==> src/rtl/ti_packet_receiver.sv <==
// Task Injector NoC ingress: captures the fixed-size packet header, classifies the
// service word, and streams payload flits to the injector FSM through a small FIFO.
// Packets whose size field cannot even cover the header are drained and flagged.
module ti_packet_receiver #(
    parameter int HEADER_SIZE    = 13,
    parameter int PLD_FIFO_DEPTH = 4
) (
    input  logic                          clk_i,
    input  logic                          rst_i,
    input  logic                          rx_i,
    input  logic [31:0]                   data_i,
    output logic                          credit_o,
    output logic                          hdr_valid_o,
    input  logic                          hdr_ack_i,
    output logic [32*HEADER_SIZE-1:0]     hdr_o,
    output logic [31:0]                   service_o,
    output logic                          svc_known_o,
    output logic [31:0]                   pld_len_o,
    output logic [31:0]                   pld_data_o,
    output logic                          pld_last_o,
    output logic                          pld_valid_o,
    input  logic                          pld_ready_i,
    output logic                          err_size_o
);

    localparam int CNT_W = $clog2(HEADER_SIZE);
    localparam int PTR_W = $clog2(PLD_FIFO_DEPTH);
    // size counts flits after flit1, so the header alone needs HEADER_SIZE-2 of them
    localparam logic [31:0]      MIN_SIZE = 32'(HEADER_SIZE - 2);
    localparam logic [CNT_W-1:0] LAST_HDR = CNT_W'(HEADER_SIZE - 1);
    localparam logic [PTR_W:0]   FULL_OCC = (PTR_W + 1)'(PLD_FIFO_DEPTH);

    typedef enum logic [1:0] {
        S_HEADER   = 2'd0,
        S_WAIT_ACK = 2'd1,
        S_PAYLOAD  = 2'd2,
        S_DISCARD  = 2'd3
    } state_t;

    typedef struct packed {
        logic        last;
        logic [31:0] data;
    } pld_t;

    state_t                            state_q, state_d;
    logic [CNT_W-1:0]                  cnt_q, cnt_d;
    logic [31:0]                       rem_q, rem_d;
    logic [HEADER_SIZE-1:0][31:0]      hdr_q, hdr_d;
    logic                              hdr_valid_q, hdr_valid_d;
    logic                              err_q, err_d;
    pld_t [PLD_FIFO_DEPTH-1:0]         mem_q, mem_d;
    logic [PTR_W-1:0]                  wr_q, wr_d, rd_q, rd_d;
    logic [PTR_W:0]                    occ_q, occ_d;

    logic        credit, push, push_last, pop, fifo_full;
    logic [31:0] raw_len;

    assign raw_len   = hdr_q[1] - MIN_SIZE;
    assign fifo_full = (occ_q == FULL_OCC);
    assign pop       = (occ_q != '0) && pld_ready_i;

    // Packet parser: header capture, size check, payload/discard countdown
    always_comb begin
        state_d     = state_q;
        cnt_d       = cnt_q;
        rem_d       = rem_q;
        hdr_d       = hdr_q;
        hdr_valid_d = hdr_valid_q;
        err_d       = 1'b0;
        credit      = 1'b0;
        push        = 1'b0;
        push_last   = 1'b0;
        case (state_q)
            S_HEADER: begin
                credit = 1'b1;
                if (rx_i) begin
                    hdr_d[cnt_q] = data_i;
                    if (cnt_q == CNT_W'(1) && data_i < MIN_SIZE) begin
                        // short packet: drop whatever follows the size flit
                        err_d = 1'b1;
                        cnt_d = '0;
                        rem_d = data_i;
                        if (data_i != '0) state_d = S_DISCARD;
                    end else if (cnt_q == LAST_HDR) begin
                        cnt_d       = '0;
                        hdr_valid_d = 1'b1;
                        state_d     = S_WAIT_ACK;
                    end else begin
                        cnt_d = cnt_q + CNT_W'(1);
                    end
                end
            end
            S_WAIT_ACK: begin
                if (hdr_ack_i) begin
                    hdr_valid_d = 1'b0;
                    rem_d       = raw_len;
                    state_d     = (raw_len != '0) ? S_PAYLOAD : S_HEADER;
                end
            end
            S_PAYLOAD: begin
                // only a free slot grants credit; a same-cycle pop does not count
                credit = !fifo_full;
                if (rx_i && !fifo_full) begin
                    push      = 1'b1;
                    push_last = (rem_q == 32'd1);
                    rem_d     = rem_q - 32'd1;
                    if (rem_q == 32'd1) state_d = S_HEADER;
                end
            end
            S_DISCARD: begin
                credit = 1'b1;
                if (rx_i) begin
                    rem_d = rem_q - 32'd1;
                    if (rem_q == 32'd1) state_d = S_HEADER;
                end
            end
            default: state_d = S_HEADER;
        endcase
    end

    // Payload FIFO pointer/occupancy and storage update
    always_comb begin
        mem_d = mem_q;
        wr_d  = wr_q;
        rd_d  = rd_q;
        occ_d = occ_q;
        if (push) begin
            mem_d[wr_q] = '{last: push_last, data: data_i};
            wr_d        = wr_q + PTR_W'(1);
        end
        if (pop) rd_d = rd_q + PTR_W'(1);
        case ({push, pop})
            2'b10:   occ_d = occ_q + (PTR_W + 1)'(1);
            2'b01:   occ_d = occ_q - (PTR_W + 1)'(1);
            default: occ_d = occ_q;
        endcase
    end

    // State registers with synchronous reset
    always_ff @(posedge clk_i) begin
        if (rst_i) begin
            state_q     <= S_HEADER;
            cnt_q       <= '0;
            rem_q       <= '0;
            hdr_q       <= '0;
            hdr_valid_q <= 1'b0;
            err_q       <= 1'b0;
            mem_q       <= '0;
            wr_q        <= '0;
            rd_q        <= '0;
            occ_q       <= '0;
        end else begin
            state_q     <= state_d;
            cnt_q       <= cnt_d;
            rem_q       <= rem_d;
            hdr_q       <= hdr_d;
            hdr_valid_q <= hdr_valid_d;
            err_q       <= err_d;
            mem_q       <= mem_d;
            wr_q        <= wr_d;
            rd_q        <= rd_d;
            occ_q       <= occ_d;
        end
    end

    // Service classification against the known raw service codes
    always_comb begin
        svc_known_o = 1'b0;
        case (service_o)
            32'h40, 32'h41, 32'h42, 32'h43, 32'h45: svc_known_o = 1'b1;
            default:                                svc_known_o = 1'b0;
        endcase
    end

    // No flits are taken while reset is held
    assign credit_o    = credit && !rst_i;
    assign hdr_valid_o = hdr_valid_q;
    assign hdr_o       = hdr_q;
    assign service_o   = hdr_q[2];
    assign pld_len_o   = hdr_valid_q ? raw_len : '0;
    assign err_size_o  = err_q;
    assign pld_valid_o = (occ_q != '0);
    assign pld_data_o  = pld_valid_o ? mem_q[rd_q].data : '0;
    assign pld_last_o  = pld_valid_o && mem_q[rd_q].last;

endmodule
==> config.mk <==
export PLATFORM = sky130hd
export DESIGN_NAME = ti_packet_receiver
export DESIGN_NICKNAME = d
export VERILOG_FILES = /design/src/rtl/ti_packet_receiver.sv
export SDC_FILE = /design/constraint.sdc
export NUM_CORES = 1
export LEC_CHECK = 0
export ABC_AREA = 1
export CORE_MARGIN = 2
export CORE_UTILIZATION = 42
export DETAILED_ROUTE_END_ITERATION = 12
export GPL_TIMING_DRIVEN = 1
export HOLD_SLACK_MARGIN = 0.02
export PLACE_DENSITY = 0.8
export SETUP_SLACK_MARGIN = 0.02
export SLEW_MARGIN = 30
export SYNTH_ARGS = -nofsm -noshare
export SYNTH_HDL_FRONTEND = slang
export SYNTH_SLANG_ARGS = --single-unit
export TNS_END_PERCENT = 30
==> constraint.sdc <==
create_clock -name clk_i -period 5.5 [get_ports clk_i]
set_input_delay 0.55 -clock clk_i [delete_from_list [all_inputs] [get_ports clk_i]]
set_output_delay 0.55 -clock clk_i [all_outputs]
set_load 0.05 [all_outputs]
==> impl_metrics.yaml, run 1 <==
global_routing:
  grt_pass1_vias: 22200
  grt.overflow.total: 0
  grt_pass1_wl_mm: 141
  antenna_found_initial: 3
  grt_max_degree: 142
  grt_util_all_layers: 0.311
cells_and_area:
  instances_no_fill: 4270
  syn_to_final_growth_pct: 32.8
  final_util: 0.564
  stdcell_area_mm2: 0.0317
  layout_common_cells: "a21oi_1, o21ai_0, dfxtp_1, clkdlybuf4s50_1, nand2_1"
  drive_above_1_share: 0.0626
  final_common_cell: "a21oi_1"
  n_antenna_cell: 0
  nets: 3522
clocking:
  post_cts_resized: 0
  holdBufCountCts: 0
  cts_root_buffer: "clkbuf_16"
  postCtsSetupRepairBufs: 0
  clk_latency_ns: 0.63
  htree_levels: 2
  cts_sinks: 595
  cts_buffers: 60
  cts_tree: "built"
  clk_pin_slew_ns: 0.06
  clockBufferDepth: 3
worst_setup_path:
  crit_arrival_ns: 3.47
  path_cells: "ha_1, o21ai_2, nand2_1, nor2_2, nand2_1, nor2_1, nand2_1, nand2_1, inv_1, nor2_1, clkdlybuf4s50_1"
  crit_fanout: 7
  cp_top_family: "buffers and inverters"
  end_kind: "primary output"
  slowest_stage: "clkdlybuf4s50_1"
  critPathKind: "flip-flop to primary output"
  path_common_cell: "nand2_1"
  critical-path-max-stage-delay_ns: 0.82
  cp.buffers_inverters: 2
  crit_required_ns: 4.95
  critPathLaunchType: "flip-flop"
pwr:
  p_per_area_mw_per_mm2: 540
  finalPower_mw: 17.1
  p_leak_nw: 11.9
  ir_drop_mv: 0.402
sta:
  worstMarginPinSlew_ns: 1.11
  clock_skew_ns: 0.0252
  setup_tns_ns: 0
  hold_slack_ns: 0.449
  slew_headroom: 0.258
  max_freq_mhz: 249
  rsz0062_at_grt: "no"
  fin_crit_sh: 0.731
  finalSetupViolations: 0
  setup_slack_ns: 1.48
  period_needed_ns: 4.02
  hold_viol: 0
  drv_slew: 0
yosys:
  synth-seq-cells: 595
  yosys_most_used_dff: "dfxtp_1"
  avgSynthCellArea_um2: 7.75
  synth_nets: 3139
  synth_area_mm2: 0.0239
  synthCells: 3083
  synth_edf_count: 0
  synth_warnings: 0
  yosysSeqAreaShare: 0.499
  postSynth.asyncResetShare: 0
  synth_cell_type_count: 54
placement:
  gp_congestion: 0.972
  dp.cells: 4160
  place_area_mm2: 0.0297
  hpwl_mm: 63.3
  portBuffers: 554
  dp_slack_ns: 1.86
floorplan:
  ios: 555
  die-area_mm2: 0.0588
  row_count: 87
  die_x_um: 243
  core_area_mm2: 0.0563
  start_util: 0.425
  die_y_um: 243
hold_path:
  min_path_type: "flip-flop to flip-flop"
drt:
  drc: 0
  wl_mm: 95.9
  wl_per_cell_um: 22.4
  via_per_inst: 5.68
  dr.pass1.iters: 8
  drt-initial-drc-count: 2789
  via_count: 24200
  ant_nets: 0
job:
  maxCapViolCount: 0
outcome:
  status: "completed"
## tightest hold or removal path, cell delays in order, from the launching register on
cell	delay, ns
dfxtp_1	0.30
inv_1	0.06
a21oi_1	0.05
## power by group
group | internal (mW) | total [mW] | switching [mW] | leakage [nW]
Sequential | 4.76 | 5.23 | 0.471 | 4.80
Combinational | 2.27 | 7.71 | 5.44 | 6.12
Clock | 2.41 | 4.20 | 1.80 | 0.976
## state kept, by name, indices dropped and copies added (netlist names)
register     cells
cnt_q            4
hdr_o          384
service_o       32
mem_q          132
occ_q            3
state_q          2
rem_q           32
err_size_o       1
hdr_valid_o      1
rd_q             2
wr_q             2
## layout make-up
cell class	instances	area, µm²
multi-input cells	1970	9950
flip-flops and latches	595	11900
well taps	756	946
inverters	236	901
fillers	5067	24500
repair buffers	603	6040
clock buffers	82	1670
clock inverters	28	324
## logic make-up (layout without fill, tap and decap cells)
family,after synthesis,count (layout),synth area share
AOI/OAI and AO/OA,1398,1398,0.298
DFF,595,595,0.499
and+or+nand+nor,546,546,0.102
buffers and inverters,518,949,0.0883
adders and majority gates,19,19,0.0103
xor gates and xnor gates,7,7,0.00257
## worst paths after layout
path | slack [ns] | end | from | depth (start not counted)
max | 1.48 | pld_len_o[24] | hdr_o[32] | 11
min reg2reg | 0.45 | mem_q[56] | mem_q[56] | 2
min | 0.45 | mem_q[56] | mem_q[56] | 2
max reg2reg | 2.30 | rem_q[6] | state_q[0] | 10
## cells in the mapped netlist (3+ instances only)
cell type | n | area (µm²)
a21oi_1 | 685 | 3430
o21ai_0 | 661 | 3310
dfxtp_1 | 595 | 11900
clkbuf_1 | 234 | 878
nand2_1 | 201 | 754
inv_1 | 199 | 747
nor2_1 | 165 | 619
nand3_1 | 63 | 315
buf_4 | 34 | 255
nand4_1 | 31 | 194
nor3_1 | 27 | 135
nor2_2 | 21 | 131
clkinv_1 | 18 | 67.6
ha_1 | 18 | 225
inv_2 | 18 | 67.6
buf_2 | 8 | 40.0
nand3b_1 | 8 | 60.1
a22oi_1 | 7 | 52.6
a31oi_1 | 6 | 37.5
o211ai_1 | 6 | 45.0
o221ai_1 | 6 | 52.6
o22ai_1 | 6 | 37.5
nand2_2 | 5 | 31.3
nor4_1 | 5 | 31.3
xor2_1 | 5 | 43.8
and2_1 | 4 | 25.0
or2_2 | 4 | 25.0
a211oi_1 | 3 | 22.5
buf_1 | 3 | 11.3
nor2_4 | 3 | 33.8
nor3_2 | 3 | 30.0
o21ai_1 | 3 | 15.0
## layer usage
metal,vias to the layer above,track usage,part of all wire
met2,1360,0.474,0.43
met1,11400,0.408,0.40
met4,2,0.142,0.050
met3,244,0.0873,0.12
li1,11300,-,-
met5,-,0,0.000073
Note: power is estimated with default switching activity, not from simulation.
==> inputs of run 2 (changes only) <==
PLACE_DENSITY = 0.83   (was 0.8)
clock period = 3.25 ns   (was 5.5 ns; I/O delays follow)
==> impl_metrics.yaml, run 2 (synthesized netlist as in run 1, its figures left out) <==
floorplan:
  core_area_mm2: 0.0563
  die_x_um: 243
  start_util: 0.425
  ios: 555
  row_count: 87
  die_y_um: 243
  die-area_mm2: 0.0588
drt:
  drt-initial-drc-count: 2490
  wl_mm: 97.9
  ant_nets: 0
  dr.pass1.iters: 10
  drc: 2
  via_count: 24600
  via_per_inst: 5.70
  wl_per_cell_um: 22.7
job:
  maxCapViolCount: 0
sta:
  clock_skew_ns: 0.0311
  rsz0062_at_grt: "yes"
  setup_tns_ns: 0
  hold_slack_ns: 0.415
  slew_headroom: 0.368
  drv_slew: 0
  hold_viol: 0
  worstMarginPinSlew_ns: 0.945
  period_needed_ns: 3.19
  finalSetupViolations: 0
  fin_crit_sh: 0.981
  max_freq_mhz: 314
pwr:
  p_per_area_mw_per_mm2: 898
  p_leak_nw: 12.4
  ir_drop_mv: 0.756
outcome:
  violations: "design-rule violations"
  status: "finished with violations"
cells_and_area:
  nets: 3557
  final_common_cell: "a21oi_1"
  final_util: 0.575
  n_fill_cell: 4965
  layout_common_cells: "a21oi_1, o21ai_0, dfxtp_1, clkdlybuf4s50_1, nand2_1"
  drive_above_1_share: 0.0842
  largest_reg_flops: 384
  stdcell_area_mm2: 0.0324
  syn_to_final_growth_pct: 35.4
hold_path:
  min_path_type: "primary input to flip-flop"
  holdPathEnd: "mem_q[59]"
  hold_depth: 3
  hp-start: "data_i[26]"
clocking:
  cts_root_buffer: "clkbuf_16"
  htree_levels: 2
  cts_sinks: 595
  clockBufferDepth: 3
  clk_latency_ns: 0.62
  cts_buffers: 60
  cts_tree: "built"
  clk_pin_slew_ns: 0.06
  holdBufCountCts: 0
global_routing:
  grt_util_all_layers: 0.318
  antenna_found_initial: 4
  grt_pass1_wl_mm: 144
  grt.overflow.total: 0
  grt_max_degree: 109
  grt_pass1_vias: 22700
worst_setup_path:
  critPathKind: "flip-flop to primary output"
  crit_required_ns: 2.92
  crit_fanout: 18
  ff2ff_setup_slack_ns: 0.46
  crit_arrival_ns: 2.86
  end_kind: "primary output"
  critical-path-max-stage-delay_ns: 0.50
  slowest_stage: "clkinv_1"
  reg2reg_from: "state_q[1]"
  regToRegEndpoint: "rem_q[3]"
  path_common_cell: "a21oi_1"
  critPathLaunchType: "flip-flop"
  reg2regPathDepth: 8
  path_cells: "clkinv_1, buf_4, a21oi_1, o21ai_0, a21oi_1, buf_12"
placement:
  hpwl_mm: 65.5
  gp_congestion: 1.01
  portBuffers: 554
  place_area_mm2: 0.0304
==> run 2: cell count changes in the layout (fill, tap and decap cells not counted), sizes merged <==
| cell | previous run | this run |
|---|---|---|
| bufinv | 6 | 4 |
| diode | 0 | 4 |
| dlymetal6s2s | 0 | 4 |
| clkdlybuf4s15 | 0 | 5 |
| clkinvlp | 3 | 4 |
| clkdlybuf4s50 | 554 | 493 |
| inv | 223 | 222 |
| dlygate4sd2 | 0 | 5 |
| buf | 49 | 119 |
| clkbuf | 82 | 102 |
| clkinv | 32 | 28 |
==> run 2: what timing repair did <==
item	in CTS	in global routing
setup endpoints to repair	23	23
buffers inserted	0	0
gates cloned	0	0
gates resized for setup	31	30
==> run 2: layout make-up <==
cell class / count / area [µm²] / share of cell area
antenna: 4 / 10.0 / 0.000309
clock buffer: 90 / 1770 / 0.0546
tap: 756 / 946 / 0.0292
multi-input combinational: 1970 / 9970 / 0.308
clock inverter: 22 / 246 / 0.00762
timing repair buffer: 638 / 6610 / 0.204
inverter: 236 / 896 / 0.0277
sequential: 595 / 11900 / 0.368
==> run 2: how the worst max path moves through the flow <==
stage               startpoint        endpoint  depth (start not counted)
finish                 rd_q[1]  pld_data_o[12]                          6
global route         hdr_o[32]   pld_len_o[26]                          6
CTS                  hdr_o[39]   pld_len_o[19]                          9
detailed placement   hdr_o[32]   pld_len_o[30]                          7
global placement     hdr_o[32]   pld_len_o[30]                          7
floorplan            hdr_o[32]   pld_len_o[24]                         10
==> run 2: power breakdown <==
group | internal [mW] | total [mW] | leakage, nW | switching, mW
sequential | 8.06 | 8.80 | 4.80 | 0.744
combinational | 3.91 | 13.1 | 6.59 | 9.22
clock | 4.08 | 7.11 | 0.979 | 3.04
==> run 2: per-stage QoR <==
stage               setup slack [ns]  instances  power, mW
global placement               0.337       4195       21.7
floorplan                      0.623       3083       17.8
detailed placement             0.312       4195       21.7
global route                 -0.0110       4308       30.5
CTS                           0.0284       4307       28.8
finish                        0.0612       4311       29.0
==> run 2: layer usage <==
| layer | global-route usage | vias up | part of all wire |
|---|---|---|---|
| met3 | 0.0906 | 258 | 0.12 |
| met5 | 0 | - | 0 |
| met4 | 0.159 | 0 | 0.054 |
| met2 | 0.485 | 1417 | 0.44 |
| li1 | - | 11400 | - |
| met1 | 0.410 | 11500 | 0.39 |
==> run 2: worst max-delay path: cells and delay by family (launching register included) <==
family,cells,cell delay (ns)
compound gates,3,0.73
buf+inv,3,1.16
flops,1,0.33
